==> config.mk <==
export PLATFORM = sky130hd
export DESIGN_NAME = st_dma
export DESIGN_NICKNAME = d
export VERILOG_FILES = /design/src/rtl/st_dma.sv
export SDC_FILE = /design/constraint.sdc
export NUM_CORES = 1
export LEC_CHECK = 0
export ABC_AREA = 1
export BUFFER_PORTS_ARGS = -buffer_cell sky130_fd_sc_hd__buf_2
export CAP_MARGIN = 20
export CORE_MARGIN = 2
export CORE_UTILIZATION = 65
export DETAILED_ROUTE_END_ITERATION = 8
export GPL_TIMING_DRIVEN = 1
export HOLD_SLACK_MARGIN = 0.12
export PLACE_DENSITY = 0.79
export SLEW_MARGIN = 20
export SYNTH_ARGS = -nofsm -noshare
export SYNTH_HDL_FRONTEND = slang
export SYNTH_SLANG_ARGS = --single-unit
==> constraint.sdc <==
create_clock -name clk32 -period 10.3 [get_ports clk32]
set_clock_uncertainty 0.1 [all_clocks]
set_input_delay 1.545 -clock clk32 [delete_from_list [all_inputs] [get_ports clk32]]
set_output_delay 1.545 -clock clk32 [all_outputs]
set_load 0.005 [all_outputs]
==> src/rtl/st_dma.sv <==
// st_dma: STE floppy/hard-disk DMA controller. A 16-byte FIFO sits between a
// byte-wide device port and 8-word memory bursts paced by the MCU RDY handshake.
// CPU-visible mode/status and sector-count registers are selected by FCS_N/A1.
module st_dma (
  input  logic        clk32,
  input  logic        resb,
  input  logic        clk_en,
  input  logic        FCS_N,
  input  logic        RW,
  input  logic        A1,
  input  logic [15:0] DIN,
  output logic [15:0] DOUT,
  input  logic        RDY_I,
  output logic        RDY_O,
  input  logic        DEV_DRQ,
  input  logic [7:0]  DEV_DIN,
  output logic [7:0]  DEV_DOUT,
  output logic        DEV_ACK_N
);
  typedef enum logic {BS_IDLE, BS_BURST} burst_t;

  burst_t     state, state_nx;
  logic       dir, scsel;
  logic [7:0] seccnt;
  logic [8:0] bytecnt;
  logic [2:0] burst_cnt;
  logic [7:0] fifo [16];
  logic [3:0] rd_ptr, wr_ptr, rd_ptr1, wr_ptr1;
  logic [4:0] count, count_nx;
  logic       ack_n, armed, wr_done;
  logic [7:0] dev_dout;
  logic       reg_wr, mode_wr, flush, sec_wr, strobe;
  logic       dev_go, dev_push, dev_pop, word_push, word_pop, req;

  // Decode register writes, word strobes and device service for this clk_en edge
  always_comb begin
    rd_ptr1   = rd_ptr + 4'd1;
    wr_ptr1   = wr_ptr + 4'd1;
    reg_wr    = clk_en & ~FCS_N & RDY_I & ~RW & ~wr_done;
    mode_wr   = reg_wr & A1;
    flush     = mode_wr & (DIN[8] != dir);
    sec_wr    = reg_wr & ~A1 & scsel;
    strobe    = clk_en & ~FCS_N & ~RDY_I & (state == BS_BURST);
    word_pop  = strobe & ~dir & (count >= 5'd2);
    word_push = strobe & dir & (count <= 5'd14);
    dev_go    = clk_en & ~flush & DEV_DRQ & armed & ack_n &
                (dir ? (count != 5'd0) : ((seccnt != 8'd0) & (count != 5'd16)));
    dev_push  = dev_go & ~dir;
    dev_pop   = dev_go & dir;
    count_nx  = count + (dev_push ? 5'd1 : 5'd0) + (word_push ? 5'd2 : 5'd0)
                      - (dev_pop ? 5'd1 : 5'd0) - (word_pop ? 5'd2 : 5'd0);
    req       = dir ? ((count == 5'd0) & (seccnt != 8'd0)) : (count == 5'd16);
  end

  // Burst state register
  always_ff @(posedge clk32 or negedge resb) begin
    if (!resb) state <= BS_IDLE;
    else       state <= state_nx;
  end

  // Burst request: enter on FIFO full/empty, leave with the 8th word strobe
  always_comb begin
    state_nx = state;
    RDY_O    = (state == BS_IDLE);
    case (state)
      BS_IDLE:  if (clk_en & ~flush & req) state_nx = BS_BURST;
      BS_BURST: if (flush | (strobe & (burst_cnt == 3'd7))) state_nx = BS_IDLE;
      default:  state_nx = BS_IDLE;
    endcase
  end

  // Registers, FIFO storage, byte/sector counters and device handshake
  always_ff @(posedge clk32 or negedge resb) begin
    if (!resb) begin
      dir       <= 1'b0;
      scsel     <= 1'b0;
      seccnt    <= '0;
      bytecnt   <= '0;
      burst_cnt <= '0;
      rd_ptr    <= '0;
      wr_ptr    <= '0;
      count     <= '0;
      ack_n     <= 1'b1;
      armed     <= 1'b1;
      wr_done   <= 1'b0;
      dev_dout  <= '0;
      for (int unsigned i = 0; i < 16; i++) fifo[i] <= '0;
    end else if (clk_en) begin
      if (FCS_N)       wr_done <= 1'b0;
      else if (reg_wr) wr_done <= 1'b1;
      ack_n <= ~dev_go;
      if (dev_go)        armed <= 1'b0;
      else if (!DEV_DRQ) armed <= 1'b1;
      if (mode_wr) begin
        dir   <= DIN[8];
        scsel <= DIN[4];
      end
      if (flush) begin
        rd_ptr    <= '0;
        wr_ptr    <= '0;
        count     <= '0;
        bytecnt   <= '0;
        burst_cnt <= '0;
      end else begin
        if (dev_push) begin
          fifo[wr_ptr] <= DEV_DIN;
          wr_ptr       <= wr_ptr1;
        end
        if (word_push) begin
          fifo[wr_ptr]  <= DIN[15:8];
          fifo[wr_ptr1] <= DIN[7:0];
          wr_ptr        <= wr_ptr + 4'd2;
        end
        if (dev_pop) begin
          dev_dout <= fifo[rd_ptr];
          rd_ptr   <= rd_ptr1;
        end
        if (word_pop) rd_ptr <= rd_ptr + 4'd2;
        count <= count_nx;
        if (strobe) burst_cnt <= burst_cnt + 3'd1;
        if (dev_go) begin
          bytecnt <= bytecnt + 9'd1;
          if ((bytecnt == 9'd511) && (seccnt != 8'd0)) seccnt <= seccnt - 8'd1;
        end
        // a sector-count write overrides a same-edge device byte
        if (sec_wr) begin
          seccnt  <= DIN[7:0];
          bytecnt <= '0;
        end
      end
    end
  end

  // Bus readback: FIFO head word during a DIR=0 strobe, registers otherwise
  always_comb begin
    if ((state == BS_BURST) && !FCS_N && !RDY_I && !dir) DOUT = {fifo[rd_ptr], fifo[rd_ptr1]};
    else if (A1) DOUT = {13'd0, DEV_DRQ, (seccnt != 8'd0), 1'b1};
    else         DOUT = {8'd0, seccnt};
  end

  assign DEV_ACK_N = ack_n;
  assign DEV_DOUT  = dev_dout;

endmodule

After elaboration in Yosys (flattened, before gate mapping). Cells that the tools add are included. W data, S select, Z words.

Reduce and logical (&&, ||, !) cells: 29. Bitwise gates (word level): 39. $add $sub $neg: 11. Equality and inequality tests: 6. Order comparisons: 8. Mux-type cells: 47.

Operators by type and width (count): $mux W128 (4); $bwmux W128 (3); $mux W8 (10); $bmux W8 S4 (2); $demux W8 S4 (2); $mux W9 (3); $and A1 B1 Y1 (25); $mux W4 (6); $ge A5 B5 Y1 const B (4); $not A4 Y5 (4); $mux W16 (1); $reduce_and A2 Y1 (8); $lt A5 B1 Y1 const B (2); $mux W1 (10); $add A9 B1 Y9 const B (1); $eq A9 B9 Y1 const B (1); $not A1 Y1 (9); $reduce_bool A3 Y1 (3); $add A4 B1 Y4 const B (2); $add A4 B2 Y4 const B (2); $reduce_bool A2 Y1 (4); $reduce_bool A8 Y1 (1); $sub A8 B1 Y8 const B (1); $logic_and A1 B1 Y1 (6); other kinds (22) (26).

Logic and storage cells: 169. Output and inout bits: 26. Register bits after elaboration: 175. Input port bits: 32.

Longest topological paths before layout.
Depth after elaboration: 20. Depth in mapped cells: 21. Mapped depth without buffers: 21.

Least setup slack after synthesis. Ideal clock, no wire load.

Kind: input to register. From: input DIN[8]. To: register count[4]. Data arrival time: 4.354 ns. Setup slack: 5.719 ns. Stages on the path: 20. Path through: inv_1 > nand2_1 > nand2_2 > nand4_4 > nand2_4 > nor2_4 > nand2_1 > clkinv_1 > ha_1 > fa_1 > inv_1 > ha_1 > inv_1 > fa_1 > inv_1 > a21oi_1 > nor2_1 > nor2_1 > xnor2_1 > o22ai_1.

Word-level cells in the longest chain between the ends: 15. Elaborated cells between the ends (all ways): 17. Those cells by class: 4 x add/sub; 1 x eq/ne; 3 x mux; 9 x bitwise.

RTL lines: start, declared (line 11) `input logic [15:0] DIN,`; $ne A1 B1 Y1 (*) (line 41) `flush = mode_wr & (DIN[8] != dir);`; $and A1 B1 Y1 (*) (line 41); $not A1 Y1 (no line); $and A1 B1 Y1 (5 in series) (line 46) `dev_go = clk_en & ~flush & DEV_DRQ & armed & ack_n &`; $and A1 B1 Y1 (line 48) `dev_push = dev_go & ~dir;`; $mux W1 (line 50) `count_nx = count + (dev_push ? 5'd1 : 5'd0) + (word_push ? 5'd2 : 5'd0)`; $add A5 B1 Y5 (line 50); $add A5 B2 Y5 (line 50); $sub A5 B1 Y5 (line 51) `- (dev_pop ? 5'd1 : 5'd0) - (word_pop ? 5'd2 : 5'd0);`; $sub A5 B2 Y5 (line 51); $mux W5 (*) (line 98) `if (flush) begin`; end signal, assigned (line 119) `count <= count_nx;`; end, declared (line 29) `logic [4:0] count, count_nx;`.

Mark *: on every way between the ends. The rest lies on a longest branch, timed or not. A chain may end at the register's enable or synchronous reset.

Final worst setup path.
From: register rd_ptr[0]. To: output DOUT[3].

Word-level cells in the longest chain between the ends: 6.

RTL lines: start, declared (line 28) `logic [3:0] rd_ptr, wr_ptr, rd_ptr1, wr_ptr1;`; start signal, assigned (line 116) `rd_ptr <= rd_ptr1;`; start signal, assigned (line 118) `if (word_pop) rd_ptr <= rd_ptr + 4'd2;`; $add A4 B1 Y4 (line 37) `rd_ptr1 = rd_ptr + 4'd1;`; $not A4 Y5 (not written as such) (line 136) `if ((state == BS_BURST) && !FCS_N && !RDY_I && !dir) DOUT = {fifo[rd_ptr], fifo[rd_ptr1]};`; $bmux W8 S4 (line 136); $mux W8 (not written as such) (2 in series) (line 136); $mux W16 (line 136); end, declared (line 12) `output logic [15:0] DOUT,`.

No other way between the ends. The select of a mux whose other input is x is not followed.

==> results.json <==
{
  "status": "finished clean",
  "yosysTopAreaCell": "dfrtp_1",
  "post-route-period-util_pct": 54.4,
  "crit_buf_inv": 4,
  "grt_max_degree": 115,
  "antenna_found_initial": 0,
  "yosysWarnings": 0,
  "cp_slowest_cell": "dfrtp_4",
  "cts.clk_slew.worst_paths_ns": 0.07,
  "fp.dieArea_um2": 24600,
  "min_path_type": "reg2reg",
  "start_kind": "flip-flop",
  "wl_per_cell_um": 20.5,
  "ys_top_cells_by_area": "dfrtp_1 (28%), nand2_1 (14%), o21ai_0 (12%), o211ai_1 (7.0%), nor2_1 (6.7%)",
  "worstSetupPathType": "reg2out",
  "final_max_slew_viol_count": 0,
  "start_util_pct": 66.8,
  "mostFrequentLayoutCell": "nand2_1",
  "rows": 55,
  "cts_max_level": 4,
  "power_density_nw_per_um2": 307,
  "hpwlAfterDp_um": 34100,
  "grt_pass1_vias": 16200,
  "hold_viol_final": 0,
  "fillers": 2045,
  "critPathTopFamily": "buffers and inverters",
  "grt_pass1_wl_um": 85600,
  "yosysUniqueCellTypes": 41,
  "regArea_um2": 4390,
  "place.gp.congestion": 0.972,
  "synth_top_area_share_pct": 28.5,
  "maxCapViolCount": 0,
  "irDropWorstVdd_mv": 0.179,
  "root_buffer": "clkbuf_16",
  "final_antenna_net_count": 0,
  "crit_top_cell": "buf_4",
  "max_stage_delay_ns": 0.84,
  "ctsResizeCount": 0,
  "die_w_um": 157,
  "critPathRequiredTime_ns": 8.66,
  "nNetsFinal": 2380,
  "die_h_um": 157,
  "endpoint_kind": "output pin",
  "routed_wl_um": 54200,
  "p_leak_nw": 8.10,
  "path_cells": "buf_4, nand2_1, xor2_1, buf_4, inv_1, nand3_1, a31oi_1, buf_2",
  "vias": 17500,
  "worstSkewPairLatency_ns": 0.46,
  "slew_headroom_pct": 20.0,
  "drc": 0,
  "cts_tree": "yes",
  "clock_path_buffers": 2,
  "vias_per_cell": 6.59,
  "netlist_area_um2": 15200,
  "port_buffers": 57,
  "cts_made_buffers": 17,
  "setup_violations": 0,
  "fmax_mhz": 178,
  "syn_area_per_cell_um2": 6.29,
  "critPathMaxFanout": 71,
  "drive_gt1_share_pct": 5.69,
  "io_pins": 58,
  "area_growth_syn_to_layout_pct": 3.83,
  "fin_util_pct": 69.4,
  "multi_input_area_um2": 9360,
  "synth_nets": 2474,
  "clkSinkCount": 175,
  "netlist_instances": 2418,
  "grt_remaining_overflow": 0,
  "tns_ns": 0,
  "num_antenna_cells": 0,
  "grt_setup_unrepaired": "no",
  "cp.arrival_ns": 3.96,
  "drt_first_pass_iters": 6,
  "ys_ff_latch": 175,
  "worst_pin_slew_ns": 1.19,
  "layout_common_cells": "nand2_1 (583), o21ai_0 (375), nor2_1 (271)",
  "core-area_um2": 22800,
  "grt_use_total_pct": 44.5,
  "post_cts_buffers": 0,
  "holdBufCountCts": 0,
  "first_iter_violations": 2732,
  "min_period_ns": 5.60,
  "ys_seq_area_share_pct": 28.8
}
==> cell usage after synthesis, drive strengths merged <==
cell / count
nor3b: 1
o22ai: 4
a211oi: 1
or2: 1
dfrtp: 173
nand3: 193
clkinv: 5
inv: 172
xnor2: 4
o211ai: 142
nand3b: 112
a22o: 2
mux2: 1
xor2: 5
dfstp: 2
a31oi: 7
fa: 3
ha: 21
o21ai: 376
buf: 72
nand4: 12
nand2: 588
nor3: 4
clkbuf: 114
nor2: 277
a21oi: 126
==> routing by layer <==
layer | part of all wire [%] | GRT usage [%] | vias to the layer above
met1 | 37 | 56.7 | 7982
met3 | 14 | 11.6 | 252
li1 | - | - | 7961
met2 | 43 | 67.5 | 1257
met5 | 0 | 0 | -
met4 | 6.1 | 27.9 | 0
==> logic make-up (layout without fill, tap and decap cells) <==
logic type	after synthesis	count (layout)	share of synthesized area [%]
and+or+nand+nor	1188	1188	34.5
DFF	175	175	28.8
adders and majority gates	24	24	2.12
muxes	1	1	0.0740
AOI/OAI and AO/OA	658	658	24.1
xor gates and xnor gates	9	9	0.567
buffers and inverters	363	282	9.78
==> worst paths after layout <==
| path | from | depth (start not counted) | slack [ns] | end |
|---|---|---|---|---|
| setup / recovery | rd_ptr[0]$_DFFE_PN0P_ | 8 | 4.70 | DOUT[3] |
| hold / removal | burst_cnt[0]$_DFFE_PN0P_ | 1 | 0.37 | burst_cnt[0]$_DFFE_PN0P_ |
| setup reg to reg | dir$_DFFE_PN0P_ | 20 | 5.36 | count[4]$_DFFE_PN0P_ |
| hold reg to reg | burst_cnt[0]$_DFFE_PN0P_ | 1 | 0.37 | burst_cnt[0]$_DFFE_PN0P_ |
| max in group asynchronous | resb | 2 | 7.80 | fifo[5]$_DFFE_PN0P_ |
| min in group asynchronous | resb | 1 | 1.04 | fifo[18]$_DFFE_PN0P_ |
==> per-stage QoR <==
step	hold slack [ns]	area [um^2]	instances	setup slack, ns	power [mW]
3_5_place_dp	0.359	15200	2618	4.55	4.02
3_3_place_gp	0.362	15200	2618	4.60	3.92
6_report	0.374	15800	2650	4.70	4.85
5_1_grt	0.401	15800	2650	4.54	5.20
4_1_cts	0.378	15800	2650	4.92	4.71
2_1_floorplan	0.348	15200	2418	5.72	3.25
==> worst register-to-register path: cells and delay by family (launching register included) <==
family / cells / cell delay, ns
xor gates and xnor gates: 1 / 0.13
AOI/OAI and AO/OA: 2 / 0.14
and+or+nand+nor: 8 / 1.22
adders and majority gates: 4 / 1.43
buffers and inverters: 5 / 1.30
DFF: 1 / 0.50
==> sequential cells by signal, indices dropped and copies added (netlist names), 3 cells and up <==
name,cells
DEV_DOUT,8
burst_cnt,3
bytecnt,9
count,5
fifo,128
rd_ptr,4
seccnt,8
wr_ptr,4
==> layout make-up <==
class                      count  area share [%]
clock buffer                  20            2.83
clock inverter                12           0.847
inverter                     177            4.23
multi-input combinational   1880            59.2
sequential                   175            27.8
tap                          313            2.48
timing repair buffer          73            2.62
==> report_power, final <==
part | total [mW] | internal (mW) | switching [mW]
clock | 0.683 | 0.367 | 0.316
sequential | 1.27 | 0.961 | 0.312
combinational | 2.90 | 0.929 | 1.97
total | 4.85 | 2.26 | 2.60
Power figures use the tool's default switching activity.
